===== config.mk =====
export PLATFORM = sky130hd
export DESIGN_NAME = map_streamer
export DESIGN_NICKNAME = d
export VERILOG_FILES = /design/src/rtl/map_streamer.sv
export SDC_FILE = /design/constraint.sdc
export NUM_CORES = 1
export LEC_CHECK = 0
export ABC_CLOCK_PERIOD_IN_PS = 4630
export BUFFER_PORTS_ARGS = -buffer_cell sky130_fd_sc_hd__buf_2
export CAP_MARGIN = 0
export CORE_ASPECT_RATIO = 0.9
export CORE_MARGIN = 5
export CORE_UTILIZATION = 42
export DETAILED_ROUTE_END_ITERATION = 6
export PLACE_DENSITY = 0.63
export SLEW_MARGIN = 20
export SYNTH_ARGS = -nofsm -noshare
export SYNTH_HDL_FRONTEND = slang
export SYNTH_SLANG_ARGS = --single-unit

===== constraint.sdc =====
create_clock -name clk -period 4.63 [get_ports clk]
set_clock_uncertainty 0.2 [all_clocks]
set_input_delay 0.463 -clock clk [delete_from_list [all_inputs] [get_ports clk]]
set_output_delay 0.463 -clock clk [all_outputs]
set_load 0.005 [all_outputs]

===== src/rtl/map_streamer.sv =====
// map_streamer: streams the map table and then the ship-health table from a
// synchronous ROM to a UART transmitter, one byte per handshake. After the
// last byte it listens for result bytes and keeps saturating statistics.
//
// Ports:
//   clk, rst             clock, asynchronous active-high reset
//   start                one-cycle request: clear statistics, stream the table
//   rom_addr / rom_data  synchronous ROM port (data one cycle after address)
//   tx_data / tx_start   byte and one-cycle send pulse to the UART
//   tx_busy              UART busy flag
//   rx_byte_ready/rx_byte  received result byte strobe and value
//   streaming/listening  phase indicators
//   hit_cnt..err_cnt     saturating 8-bit result counters
//   game_over            sticky: sunk_cnt reached SHIPS
//   tx_fault             sticky: tx_busy never rose after a tx_start
module map_streamer #(
  parameter int MAP_BYTES    = 128,
  parameter int HEALTH_BYTES = 16,
  parameter int SHIPS        = 5,
  parameter int BUSY_TIMEOUT = 16
) (
  input  logic       clk,
  input  logic       rst,
  input  logic       start,
  output logic [7:0] rom_addr,
  input  logic [7:0] rom_data,
  output logic [7:0] tx_data,
  output logic       tx_start,
  input  logic       tx_busy,
  input  logic       rx_byte_ready,
  input  logic [7:0] rx_byte,
  output logic       streaming,
  output logic       listening,
  output logic [7:0] hit_cnt,
  output logic [7:0] miss_cnt,
  output logic [7:0] rep_cnt,
  output logic [7:0] sunk_cnt,
  output logic [7:0] err_cnt,
  output logic       game_over,
  output logic       tx_fault
);

  localparam int         N        = MAP_BYTES + HEALTH_BYTES;
  localparam logic [7:0] LAST_IDX = 8'(N - 1);
  localparam logic [7:0] SHIPS_B  = 8'(SHIPS);
  localparam int         TW       = $clog2(BUSY_TIMEOUT + 1);
  localparam logic [TW-1:0] TMR_LAST = TW'(BUSY_TIMEOUT - 1);

  typedef enum logic [2:0] {
    IDLE, FETCH, LOAD, SEND, WAIT_BUSY, WAIT_DONE, LISTEN
  } state_t;

  state_t        state, state_n;
  logic [7:0]    idx;
  logic [TW-1:0] tmr;
  logic          start_ok;
  logic          timeout;
  logic          last_byte;

  function automatic logic [7:0] sat_inc(input logic [7:0] v);
    return (v == 8'hFF) ? v : v + 8'd1;
  endfunction

  assign start_ok  = start && ((state == IDLE) || (state == LISTEN));
  assign timeout   = (state == WAIT_BUSY) && !tx_busy && (tmr == TMR_LAST);
  assign last_byte = (idx == LAST_IDX);

  assign rom_addr  = idx;
  assign streaming = (state == FETCH) || (state == LOAD) || (state == SEND) ||
                     (state == WAIT_BUSY) || (state == WAIT_DONE);
  assign listening = (state == LISTEN);

  always_ff @(posedge clk or posedge rst) begin
    if (rst) state <= IDLE;
    else     state <= state_n;
  end

  always_comb begin
    state_n = state;
    case (state)
      IDLE:      if (start) state_n = FETCH;
      FETCH:     state_n = LOAD;
      LOAD:      state_n = SEND;
      SEND:      if (!tx_busy) state_n = WAIT_BUSY;
      WAIT_BUSY: begin
        if (tx_busy)      state_n = WAIT_DONE;
        else if (timeout) state_n = IDLE;
      end
      WAIT_DONE: if (!tx_busy) state_n = last_byte ? LISTEN : FETCH;
      LISTEN:    if (start) state_n = FETCH;
      default:   state_n = IDLE;
    endcase
  end

  // tx_start is registered so the pulse coincides with the first WAIT_BUSY
  // cycle, three cycles after start is sampled.
  always_ff @(posedge clk or posedge rst) begin
    if (rst) begin
      idx       <= '0;
      tmr       <= '0;
      tx_data   <= '0;
      tx_start  <= 1'b0;
      tx_fault  <= 1'b0;
      game_over <= 1'b0;
      hit_cnt   <= '0;
      miss_cnt  <= '0;
      rep_cnt   <= '0;
      sunk_cnt  <= '0;
      err_cnt   <= '0;
    end else begin
      tx_start <= (state == SEND) && !tx_busy;

      if (start_ok)
        idx <= '0;
      else if ((state == WAIT_DONE) && !tx_busy && !last_byte)
        idx <= idx + 8'd1;

      if (state == LOAD) tx_data <= rom_data;

      if (state == SEND)           tmr <= '0;
      else if (state == WAIT_BUSY) tmr <= tmr + TW'(1);

      if (start_ok)     tx_fault <= 1'b0;
      else if (timeout) tx_fault <= 1'b1;

      // Registered off the counter, so it lags sunk_cnt by one cycle.
      if (start_ok)                  game_over <= 1'b0;
      else if (sunk_cnt >= SHIPS_B)  game_over <= 1'b1;

      if (start_ok) begin
        hit_cnt  <= '0;
        miss_cnt <= '0;
        rep_cnt  <= '0;
        sunk_cnt <= '0;
        err_cnt  <= '0;
      end else if ((state == LISTEN) && rx_byte_ready) begin
        case (rx_byte)
          8'h48:   hit_cnt  <= sat_inc(hit_cnt);
          8'h4D:   miss_cnt <= sat_inc(miss_cnt);
          8'h52:   rep_cnt  <= sat_inc(rep_cnt);
          8'h53:   sunk_cnt <= sat_inc(sunk_cnt);
          default: err_cnt  <= sat_inc(err_cnt);
        endcase
      end
    end
  end

endmodule


==> impl_metrics.yaml <==
run_status:
  outcome: "finished clean"
global_routing:
  grt_pass1_vias: 3021
  grt_pass1_wl_um: 14800
  antenna_found_initial: 0
  overflow: 0
  grt_max_degree: 35
  grt_use_total_pct: 16.7
synth:
  syn-instance-count: 391
  yosysTopAreaCell: "dfrtp_1"
  synth_area_per_cell_um2: 9.58
  synth_ff_type: "dfrtp_1"
  ys_seq_area_share_pct: 44.8
  ys_types: 53
  synth_edf_count: 0
  synth_top_area_share_pct: 44.8
  synth_area_leaders: "dfrtp_1 (45%), a21oi_1 (4.9%), or4_1 (4.8%)"
  synth_seq_cells: 67
  syn-num-nets: 422
  synthesis.area_um2: 3750
  synthArstFlopShare_pct: 100
  yosys_warnings: 0
sta:
  setup_viol: 0
  report.final.slew_viol_count: 0
  relSlewSlack_pct: 35.2
  rsz0062_at_grt: "no"
  hold_viol: 0
  max_freq_ghz: 0.352
  worst_slew_pin_slew_ns: 0.966
  fin_crit_ns: 2.84
  fin_crit_sh_pct: 61.3
  fin_tns_setup_ns: 0
worst_setup_path:
  worstReg2RegStart: "state[1]"
  cp-endpoint: "hit_cnt[3]"
  critPathLaunch: "state[1]"
  start_kind: "flop"
  worstRegToRegCells: 4
  arrival_ns: 2.89
  regToRegEndpoint: "hit_cnt[3]"
  cp.required_ns: 4.68
  path_max_fanout: 15
  criticalPathCategory: "flop to flop"
  cp-end-kind: "flop"
  reg2reg_slack_ns: 1.79
clocking:
  cts_setup_buffers: 0
  tritoncts: "done"
  cts_num_sinks: 67
  clk_path_buf_depth: 2
  cts_buffers: 9
  htreeDepth: 3
  cts_resized: 0
  clk_latency_ns: 0.34
  clk_pin_slew_ns: 0.07
  cts_hold_buffers: 0
  cts_root_buffer: "clkbuf_8"
die:
  io_pins: 82
  die-area_um2: 10900
  core_area_um2: 8650
  die_w_um: 110
  start_util_pct: 43.3
  fp-row-count: 32
  die_h_um: 99.6
layout:
  n_antenna_cell: 0
  multiInputGateArea_um2: 1910
  syn2layout_area_growth_pct: 16.7
  fillers: 831
  postLayoutCoreUtil_pct: 50.5
  drive_gt1_share_pct: 23.5
  layout_commonest_cell: "buf_2"
  final-seq-area_um2: 1680
  final_cell_mix: "buf_2 (81), dfrtp_1 (67), a21oi_1 (37)"
  fin_nets: 495
power_and_ir_drop:
  p_leak_nw: 1.95
  power.density_nw_per_um2: 363
  ir_worst_vdd_v: 0.000290
min_path:
  worstHoldPathType: "input port to asynchronous set/reset pin"
detailed_routing:
  drtIter0Drc: 142
  drtPass1Iterations: 4
  via_per_inst: 5.66
  ant_nets: 0
  drt-total-wl_um: 8950
  vias: 3321
  drc_errors: 0
  routedWlPerCell_um: 15.2
placement:
  place.gp.congestion: 0.792
  hpwlAfterDp_um: 6210
  io_buffers: 81
job:
  drv_cap: 0
[cells by family (layout without fill, tap and decap cells)]
family | count (synthesis) | count (layout) | share of synthesized area, %
AO/OA/AOI/OAI | 94 | 94 | 16.2
flip-flops | 67 | 67 | 44.8
XOR/XNOR | 6 | 6 | 1.40
adder cells (fa/ha/maj) | 11 | 11 | 3.61
multiplexers | 17 | 17 | 4.81
buffers and inverters | 35 | 112 | 4.17
AND/OR/NAND/NOR | 161 | 161 | 25.1
[worst min-delay path by stage]
stage / end / slack (ns)
2_1_floorplan: tmr[3] / 0.27
3_3_place_gp: tx_fault / 0.28
3_5_place_dp: tx_fault / 0.29
4_1_cts: tx_data[1] / 0.06
5_1_grt: tx_data[1] / 0.11
6_report: tx_data[2] / 0.04
[through the flow]
stage	cells	total power, mW	cell area, um^2	hold WS [ns]	setup WS [ns]
detailed placement	572	1.19	4210	0.290	1.78
finish	587	1.59	4370	0.0360	1.79
CTS	587	1.61	4370	0.0563	1.78
global route	587	1.69	4370	0.106	1.59
floorplan	391	1.04	3750	0.275	2.10
global placement	572	1.18	4210	0.285	1.84
[cell type report]
| type | instances | share of cell area (%) |
|---|---|---|
| Sequential cell | 67 | 38.4 |
| Tap cell | 119 | 3.41 |
| Multi-Input combinational cell | 289 | 43.8 |
| Clock buffer | 12 | 3.32 |
| Timing Repair Buffer | 83 | 9.62 |
| Inverter | 14 | 1.20 |
| Clock inverter | 3 | 0.343 |
[per-layer routing]
metal / track usage, % / routed length (um)
met5: 0 / 0
met4: 4.12 / 77
met3: 4.15 / 514
met2: 26.0 / 4090
met1: 23.5 / 4270
[sequential cells by signal, summed over array words and instances (netlist names)]
register and count:
sunk_cnt 8, miss_cnt 8, tx_data 8, game_over 1
state 3, rep_cnt 8, tx_fault 1, hit_cnt 8
tx_start 1, rom_addr 8, err_cnt 8, tmr 5
[synth_stat cells, types with 3 or more instances]
cell and n:
inv_1 14, dfrtp_1 67, o31ai_1 17, nor4_1 10, nand2_1 33, xnor2_1 6
clkbuf_1 15, and3_1 4, buf_6 3, nand2b_1 10, nor3_1 6, mux2_2 8
and4_1 7, a221oi_1 3, o21ai_0 11, nand3_1 18, nor2_1 17, nand4_1 9
a21oi_1 37, a31oi_1 3, or4_1 24, ha_1 10, o41ai_1 8, or3_1 4
mux2i_1 9
[where the power goes]
| part | total, mW | internal (mW) | switching, mW | leakage [nW] |
|---|---|---|---|---|
| registers | 0.752 | 0.660 | 0.0915 | 0.911 |
| clock network | 0.415 | 0.204 | 0.211 | 0.0860 |
| logic | 0.421 | 0.177 | 0.245 | 0.952 |
[critical path: stages (launching register included)]
cell and delay [ns]:
dfrtp_1 0.61, nand4b_1 0.37, or4_1 0.84, or4_1 0.57, a21oi_1 0.15
(Power assumes the default switching activity.)
